<file path="config.mk">
export PLATFORM = sky130hd
export DESIGN_NAME = intr_icpit_ctrl
export DESIGN_NICKNAME = d
export VERILOG_FILES = /design/src/rtl/intr_icpit_pkg.sv /design/src/rtl/intr_icpit_ctrl_sync_edge.sv /design/src/rtl/intr_icpit_ctrl.sv
export SDC_FILE = /design/constraint.sdc
export NUM_CORES = 1
export LEC_CHECK = 0
export ABC_AREA = 1
export BUFFER_PORTS_ARGS = -buffer_cell sky130_fd_sc_hd__buf_2
export CAP_MARGIN = 20
export CORE_UTILIZATION = 52
export CTS_BUF_LIST = sky130_fd_sc_hd__clkbuf_16
export DETAILED_ROUTE_END_ITERATION = 12
export PLACE_DENSITY = 0.76
export SYNTH_ARGS = -nofsm -noshare
export SYNTH_HDL_FRONTEND = slang
export SYNTH_SLANG_ARGS = --single-unit
</file>
<file path="constraint.sdc">
create_clock -name PCLK -period 1.3 [get_ports PCLK]
set_input_delay 0 -clock PCLK [delete_from_list [all_inputs] [get_ports PCLK]]
set_output_delay 0 -clock PCLK [all_outputs]
set_load 0.02 [all_outputs]
</file>
<file path="src/rtl/intr_icpit_pkg.sv">
// Shared definitions for the intr_icpit interrupt controller: register map,
// controller states, the "no vector" code and the fixed-priority encoder.
package intr_icpit_pkg;

  localparam int unsigned NUM_IRQ  = 5;
  localparam logic [2:0]  NONE_VEC = 3'd7;

  localparam logic [2:0] ADDR_MASK  = 3'd0;
  localparam logic [2:0] ADDR_EDGE  = 3'd1;
  localparam logic [2:0] ADDR_PEND  = 3'd2;
  localparam logic [2:0] ADDR_IVEC  = 3'd3;
  localparam logic [2:0] ADDR_STATE = 3'd4;
  localparam logic [2:0] ADDR_EOI   = 3'd5;

  typedef enum logic [1:0] {
    IDLE      = 2'd0,
    ASSERT    = 2'd1,
    INSERVICE = 2'd2
  } fsm_e;

  // Index of the lowest set bit (bit 0 has highest priority), NONE_VEC if none.
  function automatic logic [2:0] prio_enc(input logic [NUM_IRQ-1:0] v);
    logic [NUM_IRQ-1:0] t;
    logic               found;
    logic [2:0]         idx;
    t     = v;
    found = 1'b0;
    idx   = NONE_VEC;
    for (int unsigned i = 0; i < NUM_IRQ; i++) begin
      if (t[0] && !found) begin
        idx   = 3'(i);
        found = 1'b1;
      end
      t = t >> 1;
    end
    return idx;
  endfunction

endpackage

</file>
<file path="src/rtl/intr_icpit_ctrl_sync_edge.sv">
// Request capture: optional 2-flop synchroniser (INTR_IREQ_SYNC_EN), then the
// ireq_q / ireq_p pair that yields a one-cycle rising-edge pulse per line.
module intr_sync_edge
  import intr_icpit_pkg::*;
(
  input  logic               clk,
  input  logic               rst,
  input  logic [NUM_IRQ-1:0] ireq_i,
  output logic [NUM_IRQ-1:0] ireq_q_o,
  output logic [NUM_IRQ-1:0] rise_o
);

  logic [NUM_IRQ-1:0] src;
  logic [NUM_IRQ-1:0] ireq_q, ireq_d;
  logic [NUM_IRQ-1:0] ireq_p_q, ireq_p_d;

`ifdef INTR_IREQ_SYNC_EN
  logic [1:0][NUM_IRQ-1:0] sync_q, sync_d;

  always_comb begin
    sync_d[0] = ireq_i;
    sync_d[1] = sync_q[0];
  end

  always_ff @(posedge clk or posedge rst) begin
    if (rst) sync_q <= '0;
    else     sync_q <= sync_d;
  end

  assign src = sync_q[1];
`else
  assign src = ireq_i;
`endif

  always_comb begin
    ireq_d   = src;
    ireq_p_d = ireq_q;
  end

  always_ff @(posedge clk or posedge rst) begin
    if (rst) begin
      ireq_q   <= '0;
      ireq_p_q <= '0;
    end else begin
      ireq_q   <= ireq_d;
      ireq_p_q <= ireq_p_d;
    end
  end

  assign ireq_q_o = ireq_q;
  assign rise_o   = ireq_q & ~ireq_p_q;

endmodule

</file>
<file path="src/rtl/intr_icpit_ctrl.sv">
// Five-line interrupt controller: mask, edge/level mode, pending register,
// fixed-priority vector and IACK/EOI handshake. Optional macro: INTR_IREQ_SYNC_EN.
module intr_icpit_ctrl
  import intr_icpit_pkg::*;
(
  input  logic       PCLK,
  input  logic       PRESET,
  input  logic [4:0] IREQ,
  output logic       IRQ,
  input  logic       IACK,
  output logic [2:0] IVEC,
  input  logic       SEL,
  input  logic       WRITE,
  input  logic [2:0] ADDR,
  input  logic [7:0] WDATA,
  output logic [7:0] RDATA
);

  logic [NUM_IRQ-1:0] ireq_q, rise;
  logic [NUM_IRQ-1:0] mask_q, mask_d;
  logic [NUM_IRQ-1:0] edge_mode_q, edge_mode_d;
  logic [NUM_IRQ-1:0] pend_q, pend_d;
  fsm_e               fsm_q, fsm_d;
  logic               irq_q, irq_d;
  logic [2:0]         ivec_q, ivec_d;

  logic [NUM_IRQ-1:0] svc, w1c, ack_clr;
  logic               wr, eoi;

  intr_sync_edge u_sync (
    .clk      (PCLK),
    .rst      (PRESET),
    .ireq_i   (IREQ),
    .ireq_q_o (ireq_q),
    .rise_o   (rise)
  );

  always_comb begin
    wr          = SEL & WRITE;
    eoi         = wr && (ADDR == ADDR_EOI);
    w1c         = (wr && (ADDR == ADDR_PEND)) ? WDATA[NUM_IRQ-1:0] : '0;
    svc         = pend_q & mask_q;
    mask_d      = (wr && (ADDR == ADDR_MASK)) ? WDATA[NUM_IRQ-1:0] : mask_q;
    edge_mode_d = (wr && (ADDR == ADDR_EDGE)) ? WDATA[NUM_IRQ-1:0] : edge_mode_q;
    fsm_d       = fsm_q;
    irq_d       = irq_q;
    ivec_d      = ivec_q;
    ack_clr     = '0;

    case (fsm_q)
      IDLE: begin
        irq_d = 1'b0;
        if (|svc) begin
          fsm_d = ASSERT;
          irq_d = 1'b1;
        end
      end
      ASSERT: begin
        if (IACK) begin
          ivec_d = prio_enc(svc);
          irq_d  = 1'b0;
          if (|svc) begin
            fsm_d   = INSERVICE;
            // isolate the lowest set bit: the line being acknowledged
            ack_clr = svc & ~(svc - NUM_IRQ'(1));
          end else begin
            fsm_d = IDLE;
          end
        end else if (!(|svc)) begin
          fsm_d = IDLE;
          irq_d = 1'b0;
        end else begin
          irq_d = 1'b1;
        end
      end
      INSERVICE: begin
        irq_d = 1'b0;
        if (eoi) fsm_d = IDLE;
      end
      default: begin
        fsm_d = IDLE;
        irq_d = 1'b0;
      end
    endcase

    // edge lines: clears first, then a new rising edge wins; level lines track ireq_q
    pend_d = (edge_mode_q & ((pend_q & ~(w1c | ack_clr)) | rise))
           | (~edge_mode_q & ireq_q);
  end

  always_ff @(posedge PCLK or posedge PRESET) begin
    if (PRESET) begin
      mask_q      <= '0;
      edge_mode_q <= '0;
      pend_q      <= '0;
      fsm_q       <= IDLE;
      irq_q       <= 1'b0;
      ivec_q      <= NONE_VEC;
    end else begin
      mask_q      <= mask_d;
      edge_mode_q <= edge_mode_d;
      pend_q      <= pend_d;
      fsm_q       <= fsm_d;
      irq_q       <= irq_d;
      ivec_q      <= ivec_d;
    end
  end

  always_comb begin
    RDATA = '0;
    case (ADDR)
      ADDR_MASK:  RDATA = {3'b000, mask_q};
      ADDR_EDGE:  RDATA = {3'b000, edge_mode_q};
      ADDR_PEND:  RDATA = {3'b000, pend_q};
      ADDR_IVEC:  RDATA = {5'b00000, ivec_q};
      ADDR_STATE: RDATA = {6'b000000, fsm_q};
      default:    RDATA = '0;
    endcase
  end

  assign IRQ  = irq_q;
  assign IVEC = ivec_q;

endmodule

</file>
Yosys cells after proc, flatten, opt, wreduce, memory -nomap -nowiden. Cells that the tools add are included.

Flip-flop bits (word level): 31. Latch bits: 0. Bits in writable memories: 0. Bits in read-only memories: 0. Bits of input ports: 21. Output and inout bits: 12. Logic and storage cells: 81. Memories: 0.

Add/subtract/negate cells: 1. Multiply operators: 0. Divide/modulo/power cells: 0. Magnitude comparators: 0. Eq/ne operators: 10. Shifts and indexed selects: 0. Muxes and demuxes: 31. Bitwise logic cells: 14. Reduce and logical (&&, ||, !) cells: 17.

Operators by type and width (count): $and A5 B5 Y5 (6); $pmux W5 S5 (1); $mux W5 (4); $not A5 Y5 (4); $mux W3 (5); $or A5 B5 Y5 (3); $mux W1 (14); $mux W2 (5); $logic_and A1 B1 Y1 (8); $eq A3 B2 Y1 const B (2); $eq A3 B3 Y1 const B (2); $pmux W2 S3 (1); $reduce_or A5 Y1 (1); $sub A5 B1 Y5 const B (1); $logic_not A1 Y1 (4); $ne A2 B2 Y1 const B (2); $eq A3 B1 Y1 const B (1); $logic_not A3 Y1 (1); $ne A3 B3 Y1 const B (1); $reduce_and A3 Y1 (1); $eq A2 B1 Y1 const B (1); $eq A2 B2 Y1 const B (1); $logic_not A2 Y1 (1); $pmux W1 S2 (1); 2 further kinds (2).

Longest topological paths before layout.
Depth after elaboration: 22. Depth in mapped cells: 7.

Hierarchy. From an unflattened synthesis, not the netlist that was laid out.

Cells, all modules: 179. Area total of the unflattened synthesis: 1566.5 um^2.

By module, submodules not included: intr_icpit_ctrl (times used 1, cells each 158, area each 1262.5 um^2, seq. area each 529.3 um^2); intr_sync_edge (times used 1, cells each 21, area each 304.0 um^2, seq. area each 250.2 um^2).

Worst setup path before layout. No wires, ideal clock.

Kind: register to register. From: register fsm_q[1]. To: register pend_q[3]. Library setup time: 117 ps. Arrival: 977 ps. Required time: 1183 ps. Path slack: 206 ps. Cell stages (with the launch flop): 7. Cells stage by stage: dfrtp_1 > inv_1 > nand3_1 > nor2_1 > nand3_1 > nand3_1 > nand2_1.

Cells in the longest elaborated chain, start to end: 8.

Ends and longest elaborated chain: start, declared (RTL line intr_icpit_ctrl.sv:23) `fsm_e fsm_q, fsm_d;`; start signal, assigned (RTL line intr_icpit_ctrl.sv:103) `fsm_q <= fsm_d;`; $eq A2 B1 Y1 (RTL line intr_icpit_ctrl.sv:50) `case (fsm_q)`; $mux W5 (RTL line intr_icpit_ctrl.sv:50); $or A5 B5 Y5 (RTL line intr_icpit_ctrl.sv:87) `pend_d = (edge_mode_q & ((pend_q & ~(w1c | ack_clr)) | rise))`; $not A5 Y5 (RTL line intr_icpit_ctrl.sv:87); $and A5 B5 Y5 (RTL line intr_icpit_ctrl.sv:87); $or A5 B5 Y5 (RTL line intr_icpit_ctrl.sv:87); $and A5 B5 Y5 (RTL line intr_icpit_ctrl.sv:87); $or A5 B5 Y5 (RTL line intr_icpit_ctrl.sv:88) `| (~edge_mode_q & ireq_q);`; named net pend_d[3] (RTL line intr_icpit_ctrl.sv:22) `logic [NUM_IRQ-1:0] pend_q, pend_d;`; end signal, assigned (RTL line intr_icpit_ctrl.sv:102) `pend_q <= pend_d;`; end, declared (RTL line intr_icpit_ctrl.sv:22).

The timed path passes the listed nets, and every way through them passes these cells. A chain may end at the register's enable or synchronous reset.

Worst setup path in the final report.
From: register ivec_q[1] (netlist: IVEC[1]). To: output port RDATA[1].

Cells in the longest elaborated chain, start to end: 1.

Ends and longest elaborated chain: start, declared (RTL line intr_icpit_ctrl.sv:25) `logic [2:0] ivec_q, ivec_d;`; start signal, assigned (RTL line intr_icpit_ctrl.sv:105) `ivec_q <= ivec_d;`; $pmux W5 S5 (RTL line intr_icpit_ctrl.sv:111) `case (ADDR)`; end, declared (RTL line intr_icpit_ctrl.sv:16) `output logic [7:0] RDATA`.

Every way passes these cells.

==> results by group <==
Drt
  • DRT iter0 DRCs: 48
  • Antenna-violating nets left: 0
  • DR vias/cell: between 5 and 6
  • # DRC: 0
  • Avg WL per Cell: roughly 13 microns
  • Detailed Routing Iterations Pass 1: 5
  • Final wirelength: around 3.2 mm
  • Routed vias: around 1300

Die
  • Die area: around 3000 sq um
  • Core region area: roughly 2500 sq um
  • Row count: 18
  • Die width: around 55 microns
  • Starting density of the core: a little under three fifths
  • DIE HEIGHT: roughly 55 microns
  • Io pins: 33

Worst setup path
  • Worst Path Arrival: between 1 and 1.5 ns
  • Critical path capture point type: output port
  • Critical path's largest stage delay: ~0.52 ns
  • CP Cell Sequence: inv_1, o21ai_2, inv_1, nand4_1, buf_4
  • WP data required: roughly 1.3 ns
  • Crit path max fanout: 2
  • Critical path's top delay family: flip-flops
  • CP max stage cell: dfstp_2
  • Crit-path most repeated cell: inv_1
  • Critical path type: reg -> out
  • WP buf/inv: 3
  • Startpoint Class: flop

Yosys
  • YS warnings: 0
  • Register area share after synthesis: 54.3%
  • Yosys reg bits: 31
  • Syn Inst Count: roughly 180
  • Post-Syn Area: 1440 sq um
  • Dominant cell type by area after synthesis: dfrtp_1
  • Ranking of synthesized cells by area: dfrtp_1 (49%), nand2_1 (18%), dfstp_2 (5.5%), inv_1 (5.2%), nand3_1 (4.5%)
  • Synth top area share: around half
  • Distinct cell type count after synthesis: 23
  • Mean Syn Cell Area: around 8 sq um

Final layout
  • Commonest non-fill, non-tap cell in the layout: nand2_1
  • Share of cells above drive strength 1: roughly 22%
  • Most frequent cells in the layout: nand2_1 (68), dfrtp_1 (28), buf_2 (25), inv_1 (23), nand3_1 (12)
  • Final Core Density: approximately 73%
  • Area grow syn2layout: 29.1%
  • Final Net Count: about 240
  • Ant diodes: 0

GRT
  • GR Util All Layers: ~27%
  • First-pass GRT wire length: roughly 5.3 mm
  • Largest net degree at the start of global routing: 32
  • Vias in the first global route: approximately 1200
  • Aggregate global routing overflow: 0
  • Initial antenna violation count: 0

CTS
  • Clock-pin slew of the registers on the worst-case setup and hold paths: about 0.050 ns
  • Clock root buffer: clkbuf_16
  • Clock sink count: 31
  • Clock latency at the later pin of the worst-skew pair: 0.27 ns
  • CTS tree: done
  • Setup Fix Bufs, Post-CTS: 0
  • CTS H-tree lvls: 2
  • CTS max path bufs: 2
  • Clock buffer count from CTS: 5

Power
  • PD cells: between 1500 and 2000 nW/um^2
  • IR drop worst, VDD: 1440 uV
  • Pleak: ~1 nW

Place
  • IO Port Bufs: 26
  • Post-DP HPWL: around 2.1 mm
  • Worst slack, placed: roughly 0.034 ns
  • Routability congestion estimate: 0.850

STA
  • Pins Over Slew Limit: 0
  • Final setup margin: 0.0636 ns
  • Worst hold margin: ~0.0034 ns
  • FMAX: just over 0.8 GHz
  • Final period util: 95.1%
  • RSZ-0062 raised after global routing: no
  • Period minus WS final: about 1.2 ns
  • Hold Violations, Final: 0
  • Final setup fails: 0
  • Post-route setup TNS: 0 ns
  • Final setup skew: approximately 0.0019 ns

Run
  • Max cap viols: 0

Worst hold path
  • Worst hold path type: in -> reg

Run status
  • Status: finished, final reports clean
==> worst reg2reg max path, cell delays in order, from the launching register on <==
cell     delay [ns]
dfrtp_1        0.39
inv_1          0.09
nand3_2        0.10
buf_4          0.17
inv_1          0.10
nand2_1        0.07
nand2_1        0.06
o21ai_0        0.11
==> layer usage <==
| layer | vias up | global-route usage [%] | part of all wire [%] |
|---|---|---|---|
| met5 | - | 0 | 0 |
| met4 | 0 | 17.9 | 4.7 |
| met3 | 17 | 11.1 | 6.1 |
| met2 | 54 | 43.1 | 49 |
| met1 | 610 | 30.4 | 40 |
| li1 | 632 | - | - |
==> state kept, by name, summed over array words and instances (netlist names) <==
signal,count
IRQ,1
IVEC,3
edge_mode_q,5
fsm_q,2
mask_q,5
pend_q,5
u_sync.ireq_p_q,5
u_sync.ireq_q_o,5
==> report_power, final <==
group / total [mW] / internal, mW / leakage [nW] / switching (mW)
logic: 0.762 / 0.292 / 0.537 / 0.470
clock network: 1.05 / 0.684 / 0.0776 / 0.369
registers: 1.36 / 1.20 / 0.371 / 0.164
==> Yosys cell counts <==
cell / n
a21oi_1: 1
a22o_1: 1
a31oi_1: 1
buf_4: 3
conb_1: 1
dfrtp_1: 28
dfstp_2: 3
inv_1: 20
inv_2: 3
nand2_1: 68
nand2_2: 1
nand2_4: 1
nand3_1: 13
nand3_2: 1
nand3b_1: 1
nand4_1: 4
nor2_1: 6
nor2_2: 1
nor3_1: 1
nor3_4: 2
nor3b_1: 1
o21ai_0: 4
o21ai_1: 10
==> final timing paths <==
check | from | to | slack, ns | cells after the start
worst min register to register | u_sync.ireq_q_o[4] | u_sync.ireq_p_q[4] | 0.38 | 0
worst max register to register | fsm_q[1] | pend_q[0] | 0.07 | 7
worst max-delay path | IVEC[1] | RDATA[1] | 0.06 | 5
min in group asynchronous | PRESET | u_sync.ireq_q_o[2] | 0.34 | 4
max in group asynchronous | PRESET | IVEC[2] | 0.63 | 4
worst min-delay path | WDATA[2] | mask_q[2] | 0.003 | 3
==> through the flow <==
stage	std cells	power [mW]	cell area (sq um)
2_1_floorplan	177	1.84	1440
3_3_place_gp	232	2.05	1600
3_5_place_dp	232	2.07	1600
4_1_cts	249	3.17	1830
5_1_grt	249	3.38	1850
6_report	249	3.18	1850
==> area by class of cell <==
| cell class | instances | area [sq um] |
|---|---|---|
| clock buffers | 5 | 125 |
| clock inverters | 3 | 11.3 |
| fillers | 192 | 691 |
| inverters | 23 | 86.3 |
| multi-input cells | 120 | 577 |
| flip-flops and latches | 31 | 779 |
| well taps | 30 | 37.5 |
| repair buffers | 37 | 238 |
==> timing repair <==
| item | in CTS | in global routing |
|---|---|---|
| hold endpoints to repair | 38 | 0 |
| pin swaps | 0 | 1 |
| resized for setup | 2 | 5 |
| endpoints found under the setup margin | 1 | 7 |
| hold buffers | 9 | 0 |
==> kinds of logic after synthesis <==
group	after synthesis	share of synthesized area, %
compound gates	17	6.27
buf+inv	26	7.58
flops	31	54.3
other cells	1	0.261
simple gates	100	31.6
No activity file was read; power rests on OpenSTA's default activity.
